File: src/rtl/rename_map_table.sv
// rtl/rename_map_table.sv - multi-lane register rename with speculative/committed maps and a circular free list
// Defining RMT_PERF_CNT_EN adds the saturating rename_stall_cnt output.
module rename_map_table #(
  parameter int ARCH_REG_NUM_WIDTH     = 5,
  parameter int PHYSICAL_REG_NUM_WIDTH = 6,
  parameter int RENAME_WIDTH           = 2,
  parameter int COMMIT_WIDTH           = 2
) (
  input  logic                                             clk,
  input  logic                                             reset,
  input  logic [RENAME_WIDTH-1:0]                          rename_valid,
  input  logic [RENAME_WIDTH-1:0]                          rename_regwrite,
  input  logic [RENAME_WIDTH*ARCH_REG_NUM_WIDTH-1:0]       rename_rs1,
  input  logic [RENAME_WIDTH*ARCH_REG_NUM_WIDTH-1:0]       rename_rs2,
  input  logic [RENAME_WIDTH*ARCH_REG_NUM_WIDTH-1:0]       rename_rd,
  output logic                                             rename_ready,
  output logic [RENAME_WIDTH*PHYSICAL_REG_NUM_WIDTH-1:0]   phy_rs1,
  output logic [RENAME_WIDTH*PHYSICAL_REG_NUM_WIDTH-1:0]   phy_rs2,
  output logic [RENAME_WIDTH*PHYSICAL_REG_NUM_WIDTH-1:0]   phy_rd,
  output logic [RENAME_WIDTH*PHYSICAL_REG_NUM_WIDTH-1:0]   phy_rd_old,
  input  logic [COMMIT_WIDTH-1:0]                          commit_valid,
  input  logic [COMMIT_WIDTH-1:0]                          commit_with_write,
  input  logic [COMMIT_WIDTH*ARCH_REG_NUM_WIDTH-1:0]       commit_arch_rd,
  input  logic [COMMIT_WIDTH*PHYSICAL_REG_NUM_WIDTH-1:0]   commit_new_phy,
  input  logic [COMMIT_WIDTH*PHYSICAL_REG_NUM_WIDTH-1:0]   commit_old_phy,
  input  logic                                             flush,
  output logic [PHYSICAL_REG_NUM_WIDTH:0]                  free_count
`ifdef RMT_PERF_CNT_EN
  ,
  output logic [31:0]                                      rename_stall_cnt
`endif
);
  localparam int A  = ARCH_REG_NUM_WIDTH;
  localparam int P  = PHYSICAL_REG_NUM_WIDTH;
  localparam int RW = RENAME_WIDTH;
  localparam int CW = COMMIT_WIDTH;
  localparam int NA = 1 << A;
  localparam int NP = 1 << P;
  localparam int F  = NP - NA;
  localparam logic [P:0] F_CNT  = F[P:0];
  localparam logic [P:0] RW_CNT = RW[P:0];

  logic [P-1:0]  spec_map  [NA];
  logic [P-1:0]  cmap      [NA];
  logic [P-1:0]  cmap_next [NA];
  logic [P-1:0]  free_list [NP];
  logic [P-1:0]  spec_head, arch_head, tail;
  logic [P-1:0]  arch_head_next, tail_next;
  logic [P-1:0]  alloc_cnt, free_cnt;
  logic [RW-1:0] lane_alloc;
  logic [P-1:0]  new_phy   [RW];
  logic [CW-1:0] push_en;
  logic [P-1:0]  push_idx  [CW];
  logic          accept;

  assign rename_ready = (free_count >= RW_CNT) & ~flush;
  assign accept       = rename_ready & (|rename_valid);

  // Older allocating lanes override the map lookup; the youngest matching lane wins.
  always_comb begin : rename_path
    logic [A-1:0] s1, s2, d;
    alloc_cnt  = '0;
    lane_alloc = '0;
    phy_rs1    = '0;
    phy_rs2    = '0;
    phy_rd     = '0;
    phy_rd_old = '0;
    for (int k = 0; k < RW; k++) begin
      s1 = rename_rs1[k*A +: A];
      s2 = rename_rs2[k*A +: A];
      d  = rename_rd[k*A +: A];
      lane_alloc[k] = rename_valid[k] & rename_regwrite[k] & (d != '0);
      new_phy[k]    = lane_alloc[k] ? free_list[spec_head + alloc_cnt] : '0;
      phy_rs1[k*P +: P]    = spec_map[s1];
      phy_rs2[k*P +: P]    = spec_map[s2];
      phy_rd_old[k*P +: P] = spec_map[d];
      for (int j = 0; j < k; j++) begin
        if (lane_alloc[j] && rename_rd[j*A +: A] == s1) phy_rs1[k*P +: P] = new_phy[j];
        if (lane_alloc[j] && rename_rd[j*A +: A] == s2) phy_rs2[k*P +: P] = new_phy[j];
        if (lane_alloc[j] && rename_rd[j*A +: A] == d)  phy_rd_old[k*P +: P] = new_phy[j];
      end
      phy_rd[k*P +: P] = new_phy[k];
      if (lane_alloc[k]) alloc_cnt = alloc_cnt + P'(1);
    end
  end

  always_comb begin : commit_path
    logic [A-1:0] crd;
    cmap_next      = cmap;
    tail_next      = tail;
    arch_head_next = arch_head;
    free_cnt       = '0;
    push_en        = '0;
    for (int l = 0; l < CW; l++) begin
      crd         = commit_arch_rd[l*A +: A];
      push_idx[l] = tail_next;
      if (commit_valid[l] && commit_with_write[l] && crd != '0) begin
        push_en[l]     = 1'b1;
        cmap_next[crd] = commit_new_phy[l*P +: P];
        tail_next      = tail_next + P'(1);
        arch_head_next = arch_head_next + P'(1);
        free_cnt       = free_cnt + P'(1);
      end
    end
  end

  always_ff @(posedge clk) begin
    if (reset) begin
      for (int i = 0; i < NA; i++) begin
        spec_map[i] <= P'(i);
        cmap[i]     <= P'(i);
      end
      for (int i = 0; i < NP; i++) free_list[i] <= (i < F) ? P'(NA + i) : '0;
      spec_head  <= '0;
      arch_head  <= '0;
      tail       <= P'(F);
      free_count <= F_CNT;
    end else begin
      cmap      <= cmap_next;
      arch_head <= arch_head_next;
      tail      <= tail_next;
      for (int l = 0; l < CW; l++)
        if (push_en[l]) free_list[push_idx[l]] <= commit_old_phy[l*P +: P];
      // Flush rewinds to the committed state including this cycle's commits.
      if (flush) begin
        spec_map   <= cmap_next;
        spec_head  <= arch_head_next;
        free_count <= {1'b0, tail_next - arch_head_next};
      end else begin
        if (accept) begin
          for (int k = 0; k < RW; k++)
            if (lane_alloc[k]) spec_map[rename_rd[k*A +: A]] <= new_phy[k];
          spec_head <= spec_head + alloc_cnt;
        end
        free_count <= free_count - (accept ? {1'b0, alloc_cnt} : '0) + {1'b0, free_cnt};
      end
    end
  end

  always_ff @(posedge clk) begin
    if (!reset && free_cnt != '0) assert (free_count != F_CNT);
  end

`ifdef RMT_PERF_CNT_EN
  always_ff @(posedge clk) begin
    if (reset) rename_stall_cnt <= '0;
    else if ((|rename_valid) && !rename_ready && rename_stall_cnt != '1)
      rename_stall_cnt <= rename_stall_cnt + 32'd1;
  end
`endif
endmodule

File: config.mk
export PLATFORM = sky130hd
export DESIGN_NAME = rename_map_table
export DESIGN_NICKNAME = d
export VERILOG_FILES = /design/src/rtl/rename_map_table.sv
export SDC_FILE = /design/constraint.sdc
export NUM_CORES = 2
export LEC_CHECK = 0
export ABC_AREA = 0
export CELL_PAD_IN_SITES_DETAIL_PLACEMENT = 0
export CELL_PAD_IN_SITES_GLOBAL_PLACEMENT = 1
export CORE_ASPECT_RATIO = 0.8
export CORE_MARGIN = 2
export CORE_UTILIZATION = 29
export CTS_CLUSTER_SIZE = 8
export DETAILED_ROUTE_END_ITERATION = 16
export DONT_BUFFER_PORTS = 1
export PLACE_DENSITY = 0.63
export SLEW_MARGIN = 20
export SYNTH_ARGS = -nofsm -noshare
export SYNTH_HDL_FRONTEND = slang
export SYNTH_SLANG_ARGS = --single-unit
File: constraint.sdc
create_clock -name clk -period 6.2 [get_ports clk]
set_input_delay 1.24 -clock clk [delete_from_list [all_inputs] [get_ports clk]]
set_output_delay 1.24 -clock clk [all_outputs]
set_load 0.03 [all_outputs]
# Yosys cells after proc, flatten, opt, wreduce, memory -nomap -nowiden
# Memories as Yosys holds them, arrays and structs flattened. A register that Yosys moved wholly into a read port is not among the register bits.
# Index checks and enable logic that the tools add are counted.
[classes]
n_addsub = 11
div_mod_pow = 0
eq_ne = 3
multipliers = 0
n_bitwise = 15
mux = 74
order_cmp = 13
shift = 0
n_reduce_logical = 20
[ops]
columns = ["cell", "count"]
rows = [
  ["two-way mux 192 bit", 9],
  ["bitwise mux 192 bit", 4],
  ["two-way mux 6 bit", 37],
  ["binary-select mux 6 bit (select 5 bit)", 6],
  ["demux 6 bit (select 5 bit)", 4],
  ["greater-or-equal comparator 6 bit, second input constant", 8],
  ["NOT 5 -> 6 bit", 8],
  ["adder 6 x 1 -> 6 bit, second input constant", 6],
  ["less-than comparator 6 x 1 -> 1 bit, second input constant", 4],
  ["nonzero test 5 bit", 4],
  ["equality test 5 bit", 3],
  ["two-way mux 1 bit", 14],
  ["adder 6 bit", 2],
  ["OR reduction 6 bit", 2],
  ["logical AND 1 bit", 11],
  ["adder 7 x 6 -> 7 bit", 1],
  ["greater-or-equal comparator 7 x 2 -> 1 bit, second input constant", 1],
  ["subtractor 7 x 6 -> 7 bit", 1],
  ["AND 1 bit", 6],
  ["subtractor 6 bit", 1],
  ["OR reduction 2 bit", 2],
  ["nonzero test 2 bit", 1],
  ["NOT 1 bit", 1],
]
[totals]
in_bits = 75
output_inout_bits = 56
memories = 1
latchBits = 0
word_cells = 206
ram_bits = 384
romBits = 0
ff_bits = 409
[mem_list]
columns = ["name", "words", "word_bits", "rd", "rd_ports_with_merged_regs", "wr", "line_no", "source"]
rows = [
  ["free_list", 64, 6, 2, 1, 64, "46", "logic [P-1:0] free_list [NP];"],
]

# Logic depth before layout (Yosys ltp)
[depth]
depth_word = 14
ltp_mapped = 19
mapped_depth_nobuf = 17

# Worst setup path before layout
# OpenSTA, ideal clock, no wires.
[synth_timing]
path_type = "input -> output"
start = "input rename_rd[0]"
end = "output phy_rd[7]"
stages = 17
required_ns = 4.960
t_arrival_ns = 5.422
path_slack_ns = -0.462
cell_sequence = "clkbuf_1 -> buf_2 -> nor2_1 -> nand2_1 -> o21bai_1 -> inv_1 -> ha_1 -> ha_1 -> clkbuf_1 -> buf_2 -> clkbuf_1 -> mux4_2 -> mux4_2 -> mux4_2 -> buf_2 -> buf_1 -> and2_1"
[synth_via]
elab_chain_cells = 6
[synth_rtl]
columns = ["element", "line_no", "source"]
rows = [
  ["from (decl)", "15", "input logic [RENAME_WIDTH*ARCH_REG_NUM_WIDTH-1:0] rename_rd,"],
  ["nonzero test 5 bit", "72", "lane_alloc[k] = rename_valid[k] & rename_regwrite[k] & (d != '0);"],
  ["AND 1 bit", "72", ""],
  ["two-way mux 1 bit", "83", "if (lane_alloc[k]) alloc_cnt = alloc_cnt + P'(1);"],
  ["adder 6 bit", "73", "new_phy[k] = lane_alloc[k] ? free_list[spec_head + alloc_cnt] : '0;"],
  ["memory (64 x 6 bit)", "--", ""],
  ["two-way mux 6 bit", "73", ""],
  ["to (decl)", "19", "output logic [RENAME_WIDTH*PHYSICAL_REG_NUM_WIDTH-1:0] phy_rd,"],
]
# No other way between the ends.

# Final worst setup path
[layout_timing]
start = "input rename_rd[3]"
end = "output phy_rd[8]"
# The elaborated chain is that of the path after synthesis.

==> summary.txt <==
Outcome
  • Status: finished, final reports clean

Setup path
  • R2R depth: 7
  • FF-to-FF End: free_list[40][1]
  • CP max stage cell: mux4_2
  • FF-to-FF Start: tail[0]
  • Setup crit end kind: output pin
  • Crit path cell chain: nor2_1 > nand2_1 > o21bai_2 > inv_1 > ha_4 > buf_12 > mux4_2 > mux4_2 > mux4_2 > and2_1
  • Most frequent CP cell: mux4_2
  • WP data required: 4.96 ns
  • WS Path Type: input port to output pin
  • Reg2reg setup slack: 1.69 ns
  • Startpoint Class: input port
  • WP data arrival: 4.88 ns
  • Top fanout value on the critical path: 33
  • Largest stage delay on the critical path: 0.66 ns

Route
  • DRT Wirelength: 252000 microns
  • Routed len/inst: 35.7 microns
  • DR iter-0 viols: 8136
  • Residual DRC: 0
  • Routed vias: 46313
  • Drt via density: 6.55
  • Antenna Violating Nets Remaining: 0
  • DRT Pass-1 Iters: 9

Placement
  • Gpl congestion: 1.04
  • Buffers added on ports: 0
  • Hpwl dp: 176000 microns

Logic synthesis
  • Prevailing post-synth register cell: dfxtp_1
  • Yosys reg bits: 799
  • Syn. warnings: 0
  • Seq/Total Area, Yosys: 0.367
  • Post-synthesis simple-gate area fraction: 0.118
  • FFs w/ async S/R, synth: 0
  • Compound-Gate Fraction of Synth Area: 0.149
  • Area share of the largest cell type after synthesis: 0.247
  • Mean Syn Cell Area: 11.2 sq um
  • Synth area leaders: mux4_2 (25%), edfxtp_1 (21%), dfxtp_1 (15%)
  • Post-synth design cell area: 54100 sq um
  • Post-Synth XOR/XNOR Area: 0.00869
  • Mux cell area share after synthesis: 0.312
  • Synth Area in Adders: 0.00749
  • Post-synth net total: 4951
  • Cells after synthesis: 4846
  • Post-synth cell types: 67
  • Largest family of logic cells by synthesized area: multiplexers
  • EDFF count, synth: 384
  • Yosys top cell by area: mux4_2

STA
  • Final Hold Viols: 0
  • Worst slew margin: 0.174
  • RSZ-0062 raised after global routing: no
  • Period minus WS final: 6.12 ns
  • Setup_tns: 0 ns
  • Slew @ Worst Pin: 1.24 ns
  • Peak Freq: 163 MHz
  • Tcrit/Tclk final: 0.987
  • Max Slew Vio Count: 0
  • Finish-stage setup viols: 0
  • Clk_skew: 0.105 ns

Floorplanning
  • Die Span Y: 390 microns
  • CORE AREA: 185000 sq um
  • I/O Pins: 131
  • FP Rows: 141
  • Die area: 190000 sq um
  • Initial core utilization: 0.292
  • Die X: 487 microns

Cells and area
  • Most common library cell in the layout ignoring fill and taps: mux4_2
  • Layout cells sized above 1: 0.218
  • Most frequent cells in the layout: mux4_2 (594), nor2_1 (506), dfxtp_1 (413), edfxtp_1 (384), nand2_1 (335)
  • P&R area growth vs syn: 10.2%
  • Final Util: 0.322
  • Nets@finish: 4689

Power and ir drop
  • Total power: 15.2 mW
  • LEAKAGE: 19.4 nW
  • PwrDens: 255 nW/um^2
  • Worst vdd ir: 0.293 mV

Global routing
  • Tot GR Track Use: 0.257
  • Initial antenna violation count: 20
  • Largest net degree at the start of global routing: 392
  • GRT overflow: 0
  • First-pass GRT wire length: 349000 microns
  • Vias in the first global route: 42233

Min path
  • Min-Delay Startpoint: cmap[191]
  • Hold Path Depth: 1
  • Worst hold path class: flip-flop to flip-flop
  • Worst Hold End: cmap[191]

Job
  • Max-cap violations: 0

CTS
  • CTS tree: built
  • Clock root buffer: clkbuf_16
  • Max clock buf depth: 3
  • Total CTS buffers: 112
  • Setup bufs post-CTS: 0
  • Worst-Skew Late Latency: 0.78 ns
  • H-tree Lvls: 3
  • Cts hold-fix bufs: 0
  • Clock-pin slew on the worst setup and hold paths: 0.05 ns
  • Post-CTS sizing: 0
  • Clock sink count: 799
per-layer routing:
metal,routed length (microns),up-vias,track usage
met5,91,-,0.00127
met4,9050,12,0.0788
li1,-,18656,-
met2,102000,3562,0.351
met3,39000,477,0.102
met1,102000,23606,0.369
cell families after synthesis:
kind of cell             Yosys count
AO/OA/AOI/OAI                   1135
XOR/XNOR                          52
adder cells (fa/ha/maj)           30
buffers and inverters            526
flip-flops                       799
multiplexers                     938
AND/OR/NAND/NOR                 1366
where the power goes:
part | leakage [nW] | internal (mW) | switching [mW] | total [mW]
logic | 11.0 | 1.30 | 1.89 | 3.19
registers | 6.94 | 5.70 | 0.378 | 6.08
clock network | 1.54 | 3.34 | 2.57 | 5.92
total | 19.4 | 10.3 | 4.84 | 15.2
synth_stat cells (24+ instances only):
library cell,instances
a22o_1,220
and3_1,26
or3_1,65
dfxtp_1,415
mux2_2,65
nor2b_1,109
and2_1,25
nor2_1,511
or2_2,85
o21ai_0,96
edfxtp_1,384
inv_1,39
clkbuf_1,377
nand3_1,80
mux2i_1,279
a22oi_1,105
a222oi_1,78
ha_1,26
nor3_1,33
mux4_2,594
a31oi_1,24
o22a_1,36
nand2b_1,29
xnor2_1,30
buf_2,36
o22ai_1,60
nand2_1,336
buf_1,58
o221ai_1,25
a21oi_1,287
o21ai_1,33
a211oi_1,61
per-stage QoR:
step / worst slack [ns] / hold WS (ns) / cells / cell area, sq um
floorplan: 0.00195 / 0.438 / 4846 / 54200
global placement: 0.0495 / 0.453 / 6901 / 56400
detailed placement: 0.103 / 0.461 / 6901 / 56400
CTS: 0.0900 / 0.468 / 7063 / 59600
global route: 0.0416 / 0.479 / 7063 / 59600
finish: 0.0810 / 0.467 / 7068 / 59600
worst max-delay path by stage:
stage,endpoint,slack [ns],startpoint
2_1_floorplan,phy_rd[7],0.002,rename_rd[0]
3_3_place_gp,phy_rd[9],0.05,rename_rd[3]
3_5_place_dp,phy_rd[9],0.10,rename_rd[3]
4_1_cts,phy_rd[9],0.09,rename_rd[3]
5_1_grt,phy_rd[8],0.04,rename_rd[3]
6_report,phy_rd[8],0.08,rename_rd[3]
registers in the layout, indices dropped and copies added (netlist names), named ones only:
| signal | count |
|---|---|
| cmap | 192 |
| free_list | 384 |
| spec_head | 6 |
| free_count | 7 |
| arch_head | 6 |
| tail | 6 |
| spec_map | 192 |
critical path: cells and delay by family:
family,cells,cell delay (ns)
multiplexers,3,1.76
AND/OR/NAND/NOR,3,0.57
adder cells (fa/ha/maj),1,0.50
buffers and inverters,2,0.58
AO/OA/AOI/OAI,1,0.18
area by class of cell:
type | instances | area [sq um]
repair buffers | 108 | 961
multi-input cells | 3521 | 32400
clock inverters | 13 | 251
diodes | 5 | 12.5
clock buffers | 149 | 2960
fillers | 18427 | 125000
flip-flops and latches | 799 | 19800
inverters | 42 | 158
well taps | 2431 | 3040
Note: power is estimated with default switching activity, not from simulation.
